**src/rtl/or_nway_pipe_if.sv**
```systemverilog
// rtl/or_nway_pipe_if.sv - stream and result bundle for the pipelined N-way OR reduction
//
// Purpose:
//   Groups the word-input side, the sticky clear and the result side of
//   or_nway_pipe so the block and its driver share one connection.
//
// Signals:
//   in_valid  producer -> reducer  1      : in carries a word this cycle
//   in        producer -> reducer  WIDTH  : word to reduce
//   clear     producer -> reducer  1      : synchronous clear of the sticky accumulator
//   out_valid reducer -> producer  1      : out / out_idx carry a result
//   out       reducer -> producer  1      : OR of all bits of the matching word
//   out_idx   reducer -> producer  IDX_W  : lowest set bit index (0 when out = 0)
//   sticky    reducer -> producer  1      : OR of all valid results since clear/reset
//
// Modports:
//   master : the side that supplies words and consumes results
//   slave  : the reduction pipeline itself
interface or_nway_pipe_if #(
  parameter int WIDTH = 8
);
  localparam int IDX_W = $clog2(WIDTH);

  logic             in_valid;
  logic [WIDTH-1:0] in;
  logic             clear;
  logic             out_valid;
  logic             out;
  logic [IDX_W-1:0] out_idx;
  logic             sticky;

  modport master (
    output in_valid,
    output in,
    output clear,
    input  out_valid,
    input  out,
    input  out_idx,
    input  sticky
  );

  modport slave (
    input  in_valid,
    input  in,
    input  clear,
    output out_valid,
    output out,
    output out_idx,
    output sticky
  );
endinterface

```
**src/rtl/or_nway_pipe.sv**
```systemverilog
// rtl/or_nway_pipe.sv - pipelined N-way OR reduction with lowest-set-bit index and sticky flag
//
// Purpose:
//   Reduces a WIDTH-bit word to one "any bit set" flag through a balanced
//   binary tree of 2-input OR nodes, one register level per tree level, so
//   the latency is LEVELS = clog2(WIDTH) cycles and a new word may enter
//   every cycle. Each node also carries the index of its lowest set leaf.
//   A sticky bit accumulates every valid result until cleared.
//
// Ports:
//   clk    in  1          : rising-edge clock for all state
//   rst_n  in  1          : asynchronous active-low reset
//   bus    slave modport  : in_valid / in / clear in, out_valid / out / out_idx / sticky out
//
// Storage layout:
//   All tree levels live in one flat node array. Level l holds nodes_at(l)
//   nodes starting at node_offset(l); the last level is a single root node.
module or_nway_pipe #(
  parameter int WIDTH = 8
) (
  input  logic          clk,
  input  logic          rst_n,
  or_nway_pipe_if.slave bus
);

  // Output node count of tree level l; level -1 is the leaf row itself.
  function automatic int nodes_at(input int l);
    int n;
    n = WIDTH;
    for (int i = 0; i <= l; i++) begin
      n = (n + 1) / 2;
    end
    return n;
  endfunction

  // First flat-array slot of tree level l.
  function automatic int node_offset(input int l);
    int s;
    s = 0;
    for (int k = 0; k < l; k++) begin
      s = s + nodes_at(k);
    end
    return s;
  endfunction

  localparam int IDX_W  = $clog2(WIDTH);
  localparam int LEVELS = $clog2(WIDTH);
  localparam int TOT    = node_offset(LEVELS);
  localparam int ROOT   = TOT - 1;

  logic [TOT-1:0]    any_q;
  logic [TOT-1:0]    any_d;
  logic [IDX_W-1:0]  idx_q [TOT];
  logic [IDX_W-1:0]  idx_d [TOT];
  logic [TOT-1:0]    ld;
  logic [LEVELS-1:0] vld_q;
  logic              sticky_q;
  logic              sticky_d;
  logic              res_any;

  // Combinational next-state of every node, plus the per-node load enable
  // taken from the valid bit that feeds that node's level.
  for (genvar l = 0; l < LEVELS; l++) begin : g_lvl
    localparam int NIN  = nodes_at(l - 1);
    localparam int NOUT = nodes_at(l);
    localparam int OIN  = node_offset(l - 1);
    localparam int OOUT = node_offset(l);

    logic lvl_vin;

    if (l == 0) begin : g_vin_src
      assign lvl_vin = bus.in_valid;
    end else begin : g_vin_pipe
      assign lvl_vin = vld_q[l-1];
    end

    for (genvar j = 0; j < NOUT; j++) begin : g_node
      logic             l_any;
      logic             r_any;
      logic [IDX_W-1:0] l_idx;
      logic [IDX_W-1:0] r_idx;

      if (l == 0) begin : g_leaf
        assign l_any = bus.in[2*j];
        assign l_idx = IDX_W'(2 * j);
        if (2 * j + 1 < NIN) begin : g_pair
          assign r_any = bus.in[2*j+1];
          assign r_idx = IDX_W'(2 * j + 1);
        end else begin : g_odd
          // Odd node count: the last node pairs with an all-zero node.
          assign r_any = 1'b0;
          assign r_idx = '0;
        end
      end else begin : g_inner
        assign l_any = any_q[OIN+2*j];
        assign l_idx = idx_q[OIN+2*j];
        if (2 * j + 1 < NIN) begin : g_pair
          assign r_any = any_q[OIN+2*j+1];
          assign r_idx = idx_q[OIN+2*j+1];
        end else begin : g_odd
          assign r_any = 1'b0;
          assign r_idx = '0;
        end
      end

      // Lower-index child wins, so the root ends up with the lowest set bit.
      assign any_d[OOUT+j] = l_any | r_any;
      assign idx_d[OOUT+j] = l_any ? l_idx : (r_any ? r_idx : '0);
      assign ld[OOUT+j]    = lvl_vin;
    end
  end

  // Valid shifts every cycle; data nodes load only behind a valid word so
  // bubbles leave the previous contents untouched.
  always_ff @(posedge clk or negedge rst_n) begin
    if (!rst_n) begin
      vld_q <= '0;
      any_q <= '0;
      for (int k = 0; k < TOT; k++) begin
        idx_q[k] <= '0;
      end
    end else begin
      vld_q[0] <= bus.in_valid;
      for (int l = 1; l < LEVELS; l++) begin
        vld_q[l] <= vld_q[l-1];
      end
      for (int k = 0; k < TOT; k++) begin
        if (ld[k]) begin
          any_q[k] <= any_d[k];
          idx_q[k] <= idx_d[k];
        end
      end
    end
  end

  assign res_any = vld_q[LEVELS-1] & any_q[ROOT];

  // Clear is applied before the OR-in, so a result emerging in the same
  // cycle as clear still sets the accumulator.
  assign sticky_d = (bus.clear ? 1'b0 : sticky_q) | res_any;

  always_ff @(posedge clk or negedge rst_n) begin
    if (!rst_n) begin
      sticky_q <= 1'b0;
    end else begin
      sticky_q <= sticky_d;
    end
  end

  // Root register gated by its valid bit; stale data never leaks out.
  assign bus.out_valid = vld_q[LEVELS-1];
  assign bus.out       = res_any;
  assign bus.out_idx   = vld_q[LEVELS-1] ? idx_q[ROOT] : '0;
  assign bus.sticky    = sticky_q;

endmodule
```
**src/flat_wrapper.sv**
```systemverilog
// flat-port wrapper written by rule: the top's interface ports become plain ports
module or_nway_pipe_flat 
#(
  parameter int WIDTH = 8
)
  (clk, rst_n, bus_in_valid, bus_in, bus_clear, bus_out_valid, bus_out, bus_out_idx, bus_sticky);
  or_nway_pipe_if #(.WIDTH(WIDTH)) bus_i ();
  input  logic clk;
  input  logic rst_n;
  input wire logic [$bits(bus_i.in_valid)-1:0] bus_in_valid;
  input wire logic [$bits(bus_i.in)-1:0] bus_in;
  input wire logic [$bits(bus_i.clear)-1:0] bus_clear;
  output wire logic [$bits(bus_i.out_valid)-1:0] bus_out_valid;
  output wire logic [$bits(bus_i.out)-1:0] bus_out;
  output wire logic [$bits(bus_i.out_idx)-1:0] bus_out_idx;
  output wire logic [$bits(bus_i.sticky)-1:0] bus_sticky;
  assign bus_i.in_valid = bus_in_valid;
  assign bus_i.in = bus_in;
  assign bus_i.clear = bus_clear;
  assign bus_out_valid = bus_i.out_valid;
  assign bus_out = bus_i.out;
  assign bus_out_idx = bus_i.out_idx;
  assign bus_sticky = bus_i.sticky;
  or_nway_pipe #(.WIDTH(WIDTH)) u_core (.clk(clk), .rst_n(rst_n), .bus(bus_i));
endmodule
```
**config.mk**
```make
export PLATFORM = sky130hd
export DESIGN_NAME = or_nway_pipe_flat
export DESIGN_NICKNAME = d
export VERILOG_FILES = /design/src/rtl/or_nway_pipe_if.sv /design/src/rtl/or_nway_pipe.sv /design/src/flat_wrapper.sv
export SDC_FILE = /design/constraint.sdc
export NUM_CORES = 1
export LEC_CHECK = 0
export ABC_AREA = 1
export BUFFER_PORTS_ARGS = -buffer_cell sky130_fd_sc_hd__buf_2
export CAP_MARGIN = 20
export CORE_UTILIZATION = 32
export DETAILED_ROUTE_END_ITERATION = 16
export PLACE_DENSITY = 0.62
export SLEW_MARGIN = 0
export SYNTH_ARGS = -nofsm -noshare
export SYNTH_HDL_FRONTEND = slang
export SYNTH_SLANG_ARGS = --single-unit
```
**constraint.sdc**
```tcl
create_clock -name clk -period 2.1 [get_ports clk]
set_input_delay 0.105 -clock clk [delete_from_list [all_inputs] [get_ports clk]]
set_output_delay 0.105 -clock clk [all_outputs]
set_load 0.02 [all_outputs]
```
Word level (Yosys, flattened, before mapping)
Index checks and enable logic that the tools add are counted.

Bits in registers: 32. Latch bits: 0. Bits in writable memories: 0. Bits in read-only memories: 0. Bits of input ports: 12. Output and inout bits: 6. Word-level logic and storage cells: 37. Memories: 0.

Add/sub/neg operators: 0. Multipliers: 0. Divide/modulo/power cells: 0. Order comparisons: 0. Equality and inequality tests: 0. Shifts and indexed selects: 0. Mux-type cells: 16. Bitwise operators: 9. Reduce and logical (&&, ||, !) cells: 0.

Operators with widths (number): $mux W3 (13); $or A1 B1 Y1 (8); $mux W1 (2); $mux W2 (1); $and A1 B1 Y1 (1).

Depth between registers and ports, before layout
Gate-level depths: netlist (run 1).

Depth after elaboration: 2. Gate-level depth with buffers: 4. Gate-level depth less buffers: 4.

Least setup slack after synthesis (run 1)
OpenSTA, ideal clock, no wires.

Path type: reg2out. Start: register u_core.vld_q[2]. End: output bus_out. Data arrival time: 0.720 ns. Required time: 1.995 ns. Slack: 1.275 ns. Cell stages (with the launch flop): 3. Buffers on the path: 0. Path through: dfrtp_1 -> nand2_1 -> inv_1.

Longest elaborated chain between the ends: 1.

RTL lines: from (decl) (line or_nway_pipe.sv:56) `logic [LEVELS-1:0] vld_q;`; from (signal, indexed assignment) (line or_nway_pipe.sv:125) `vld_q[l] <= vld_q[l-1];`; $and A1 B1 Y1 (line or_nway_pipe.sv:136) `assign res_any = vld_q[LEVELS-1] & any_q[ROOT];`; to (decl) (line flat_wrapper.sv:14) `output wire logic [$bits(bus_i.out)-1:0] bus_out;`.

Every way passes these cells.

Worst setup path after layout (run 1)
Same ends and word-level chain as after synthesis.

==> impl_metrics.json, run 1 <==
{
  "area_delta_synth_final_pct": 15.6,
  "ys.flop_type": "dfrtp_1",
  "synth_fp_nets": 118,
  "post-place-ws_ns": 1.17,
  "hold_ws_ns": 0.0393,
  "dr.pass1.iters": 4,
  "synth_common_cells": "23 x dfrtp_1, 22 x nand2_1, 16 x nor2_1, 14 x inv_1, 13 x o21ai_0",
  "antenna_cells": 0,
  "cts_root_buf": "clkbuf_4",
  "ys_types": 14,
  "overflow": 0,
  "hold_viol": 0,
  "final.setup.tns_ns": 0,
  "die_w_microns": 56.6,
  "cts_max_path_buffers": 2,
  "h-tree-depth": 1,
  "dp.cells": 151,
  "grt_max_degree": 24,
  "drv_slew": 0,
  "path_max_fanout": 5,
  "route.detailed.drc": 0,
  "antenna_left": 0,
  "postSynth.asyncResetShare": 1.00,
  "finalNonFillerCells": 157,
  "end_kind": "output pin",
  "worstPathCellList": "nand2_1 -> inv_1 -> buf_2",
  "cts.sinks": 23,
  "hold_class": "in -> reg",
  "critPathLaunchType": "register",
  "total_power_uw": 825,
  "layout.nets": 139,
  "num_vias": 709,
  "gp_congestion": 0.711,
  "worst_pin_slew_ns": 0.499,
  "grt_pass1_wl_microns": 2810,
  "finalClockSkew_ns": 0.00372,
  "initial_core_util": 0.343,
  "grtUsageTotal": 0.113,
  "worst-setup-path-type": "reg -> out",
  "cts_resized": 0,
  "max_slew_margin": 0.667,
  "rrSetupSlack_ns": 1.17,
  "drt-initial-drc-count": 16,
  "yosys_warnings": 0,
  "core-area_sq_mm": 0.00278,
  "yosys.cell_count.top_type": "dfrtp_1",
  "cts_tree": "done",
  "drive_gt1_frac": 0.190,
  "port_buffers": 17,
  "post_cts_buffers": 0,
  "grt_pass1_vias": 672,
  "avgViaCountPerCell": 4.52,
  "synth.top_cell.area_share": 0.603,
  "cts-buffers-inserted": 3,
  "postLayoutSetupSlackWorst_ns": 0.998,
  "synth_area_leader_cell": "dfrtp_1",
  "antenna_found_initial": 0,
  "rsz0062_at_grt": "no",
  "critical_path_required_ns": 2.00,
  "power.leakage_nw": 0.564,
  "arrival_ns": 1.00,
  "chipHeight_microns": 56.6,
  "num_rows": 19,
  "synth_edf_count": 0,
  "powerDensity_mw_per_mm2": 747,
  "syn_area_sq_um": 955,
  "die-area_sq_mm": 0.00321,
  "nFillCells": 289,
  "maxCapViolCount": 0,
  "drt-wirelength-per-cell_microns": 9.97,
  "syn_inst": 106,
  "hpwl_microns": 1130,
  "setup_viol": 0,
  "post-route-period-util": 0.525,
  "path_delay_family": "flip-flops",
  "clk_pin_slew_ns": 0.12,
  "timing.fmax_mhz": 908,
  "ir_drop_mv": 0.545,
  "synth.avg_cell_area_sq_um": 9.01,
  "io_pins": 18,
  "insertion_delay_ns": 0.31,
  "wl_microns": 1570,
  "yosysSeqAreaShare": 0.603,
  "critical-path-max-stage-delay_ns": 0.43,
  "status": "completed",
  "critPathSlowestCell": "dfrtp_1",
  "ys_top_cells_by_area": "dfrtp_1 60%, nand2_1 8.7%, o21ai_0 6.8%",
  "path_buf_inv": 2,
  "fin_crit_ns": 1.10,
  "ys_ff_latch": 23
}
## path summary, 6_finish.rpt
kind / start / to / depth (start not counted)
worst max-delay path: u_core.vld_q[2] / bus_out / 3
worst min-delay path: bus_in[4] / u_core.any_q[2] / 3
worst max register to register: u_core.vld_q[0] / u_core.g_lvl[2].g_node[0].l_idx[0] / 3
worst min register to register: u_core.g_lvl[2].g_node[0].r_idx[1] / u_core.g_lvl[2].g_node[0].r_idx[1] / 2
max in group asynchronous: rst_n / u_core.vld_q[0] / 2
min in group asynchronous: rst_n / u_core.idx_q[2] / 2
## placed cells by master (no fill, tap or decap), types with 3 or more instances in the layout
cell type / count
o21ai_0: 13
dfrtp_1: 23
nand3_1: 4
inv_1: 14
buf_2: 17
nand2_1: 22
clkbuf_4: 3
nor2_1: 16
nand3b_1: 4
## final cells by class
type                    count  area, sq um  area share
flip-flops and latches     23          576       0.522
multi-input cells          66          305       0.277
repair buffers             19          105      0.0952
inverters                  14         52.6      0.0476
well taps                  31         38.8      0.0351
clock buffers               4         26.3      0.0238
## what timing repair did
item,in CTS,in global routing
hold buffers,2,0
endpoints found under the setup margin,0,0
endpoints found under the hold margin,24,0
## registers in the layout (all words and copies together), names as in the netlist
name and cells:
u_core.bus.sticky 1, u_core.g_lvl.g_node.l_idx 4, u_core.vld_q 3, u_core.g_lvl.g_node.r_idx 6
u_core.idx_q 3, u_core.any_q 6
## layer usage
metal  vias to the layer above  share of wire  GRT usage
met4                         0              0     0.0314
met2                        26           0.46      0.188
met3                         0          0.065     0.0484
met1                       307           0.48      0.134
li1                        376              -          -
met5                         -              0          0
## logic make-up after synthesis
family | count (synthesis) | synth area share
DFF | 23 | 0.603
AOI/OAI and AO/OA | 16 | 0.0917
and+or+nand+nor | 50 | 0.228
buffers and inverters | 17 | 0.0773
## worst register-to-register path, stage by stage (launching register included)
cell and delay, ns:
dfrtp_1 0.52, inv_1 0.16, nand2_1 0.09, nand3_1 0.07
## per-stage QoR
step,util,area [sq um]
after global placement,0.380,1060
after detailed placement,0.380,1060
final,0.397,1100
after global routing,0.397,1100
after CTS,0.397,1100
after floorplan,-,955
## where the power goes
group	switching (mW)	internal, mW
registers	0.0330	0.484
clock network	0.125	0.0741
logic	0.0642	0.0441
Note: power is estimated with default switching activity, not from simulation.
==> inputs of run 2 (changes only) <==
==> constraint.sdc (replaced) <==
create_clock -name clk -period 1.06 [get_ports clk]
set_input_delay 0.053 -clock clk [delete_from_list [all_inputs] [get_ports clk]]
set_output_delay 0.053 -clock clk [all_outputs]
set_load 0.02 [all_outputs]
==> run 2 against run 1 <==
Effect of this change:
- global-route usage grew 0.88 points
- sequential cell count unchanged
- setup slack worse by 0.98 ns
- design area increased by 9.6%
- hold slack worse by 0.027 ns
- largest power group unchanged
==> impl_metrics.json, run 2 (synthesis results as in run 1) <==
{
  "fin_crit_ns": 1.04,
  "postLayoutSetupSlackWorst_ns": 0.0192,
  "grt_pass1_wl_microns": 3020,
  "worst-setup-path-type": "reg -> out",
  "grt_max_degree": 24,
  "dr.pass1.iters": 4,
  "clk_pin_slew_ns": 0.12,
  "critPathSlowestCell": "dfrtp_1",
  "dp.cells": 151,
  "timing.fmax_mhz": 961,
  "initial_core_util": 0.343,
  "antenna_found_initial": 0,
  "route.detailed.drc": 0,
  "area_delta_synth_final_pct": 26.7,
  "final_cell_mix": "22 x nand2_1, 22 x dfrtp_1, 16 x nor2_1, 14 x inv_1",
  "path_max_fanout": 5,
  "layout.nets": 147,
  "powerDensity_mw_per_mm2": 1380,
  "worstPathCellList": "nand2_1 -> inv_1 -> buf_6",
  "ir_drop_mv": 1.12,
  "antenna_left": 0,
  "cts.sinks": 23,
  "nFillCells": 270,
  "setup_viol": 0,
  "antenna_cells": 0,
  "power.leakage_nw": 0.602,
  "grtUsageTotal": 0.122,
  "overflow": 0,
  "drt-initial-drc-count": 17,
  "avgViaCountPerCell": 4.61,
  "drive_gt1_frac": 0.187,
  "num_rows": 19,
  "end_kind": "output pin",
  "hold_viol": 0,
  "num_vias": 760,
  "finalNonFillerCells": 165,
  "critPathLaunchType": "register",
  "status": "completed",
  "rsz0062_at_grt": "yes",
  "maxCapViolCount": 0,
  "cts_max_path_buffers": 2,
  "cts-buffers-inserted": 3,
  "post-place-ws_ns": 0.132,
  "regArea_sq_um": 577,
  "h-tree-depth": 1,
  "max_slew_margin": 0.669,
  "wl_microns": 1700,
  "die-area_sq_mm": 0.00321,
  "post-route-period-util": 0.982,
  "die_w_microns": 56.6,
  "worst_pin_slew_ns": 0.496,
  "cts_tree": "done",
  "multi_input_area_sq_um": 305,
  "arrival_ns": 0.99,
  "drt-wirelength-per-cell_microns": 10.3,
  "finalClockSkew_ns": 0.00379,
  "hpwl_microns": 1130,
  "insertion_delay_ns": 0.30,
  "drv_slew": 0,
  "gp_congestion": 0.711,
  "grt_pass1_vias": 747,
  "io_pins": 18,
  "critical_path_required_ns": 1.01,
  "core-area_sq_mm": 0.00278,
  "hold_class": "in -> reg",
  "cts_root_buf": "clkbuf_4",
  "critical-path-max-stage-delay_ns": 0.43,
  "port_buffers": 17,
  "final.setup.tns_ns": 0,
  "total_power_mw": 1.67,
  "chipHeight_microns": 56.6
}
run 2: cell types whose count changed in the layout (fill, tap and decap cells not counted):
cell / change
buf_6: +4
buf_2: -4
dfrtp_1: -1
dfrtp_2: +1
dlygate4sd3_1: +8
run 2: worst max-delay path, delay by kind of cell, from the launching register on:
kind                   cells  cell delay [ns]
flip-flops                 1             0.43
buffers and inverters      2             0.17
AND/OR/NAND/NOR            1             0.08
run 2: path summary, 6_finish.rpt:
path / cells past startpoint / end / start / slack (ns)
max in group asynchronous: 2 / u_core.vld_q[0] / rst_n / 0.47
setup / recovery: 3 / bus_out / u_core.vld_q[2] / 0.02
hold / removal: 3 / u_core.any_q[0] / bus_in[1] / 0.01
min in group asynchronous: 2 / u_core.idx_q[1] / rst_n / 0.23
setup reg to reg: 2 / u_core.g_lvl[2].g_node[0].r_idx[2] / u_core.g_lvl[1].g_node[1].r_idx[1] / 0.20
hold reg to reg: 2 / u_core.g_lvl[2].g_node[0].r_idx[1] / u_core.g_lvl[2].g_node[0].r_idx[1] / 0.50
run 2: cell type report:
type	instances	share of cell area
sequential	23	0.477
multi-input combinational	66	0.252
timing repair buffer	27	0.174
inverter	14	0.0434
tap	31	0.0321
clock buffer	4	0.0217
run 2: metal layers:
metal,wire length (microns),track usage,vias to the layer above
li1,-,-,392
met5,0,0,-
met1,728,0.134,342
met4,0,0.0314,0
met2,866,0.218,26
met3,101,0.0484,0
run 2: what timing repair did:
action                                  in CTS  in global routing
gates resized for setup                      2                  7
buffers inserted                             0                  0
endpoints found under the hold margin       32                  0
endpoints found under the setup margin       1                  5
pin swaps                                    1                  2
hold buffers                                10                  0
run 2: power by group:
part	switching, mW	leakage (nW)	internal (mW)
combinational	0.134	0.316	0.122
sequential	0.0655	0.271	0.960
clock	0.245	0.0150	0.147
total	0.445	0.602	1.23
run 2: stage by stage:
step	hold slack, ns	cell area (sq um)	utilization
after floorplan	-0.243	955	-
after global placement	0.0425	1060	0.380
after detailed placement	0.0572	1060	0.380
after CTS	0.000184	1190	0.428
after global routing	0.00247	1210	0.435
final	0.0122	1210	0.435
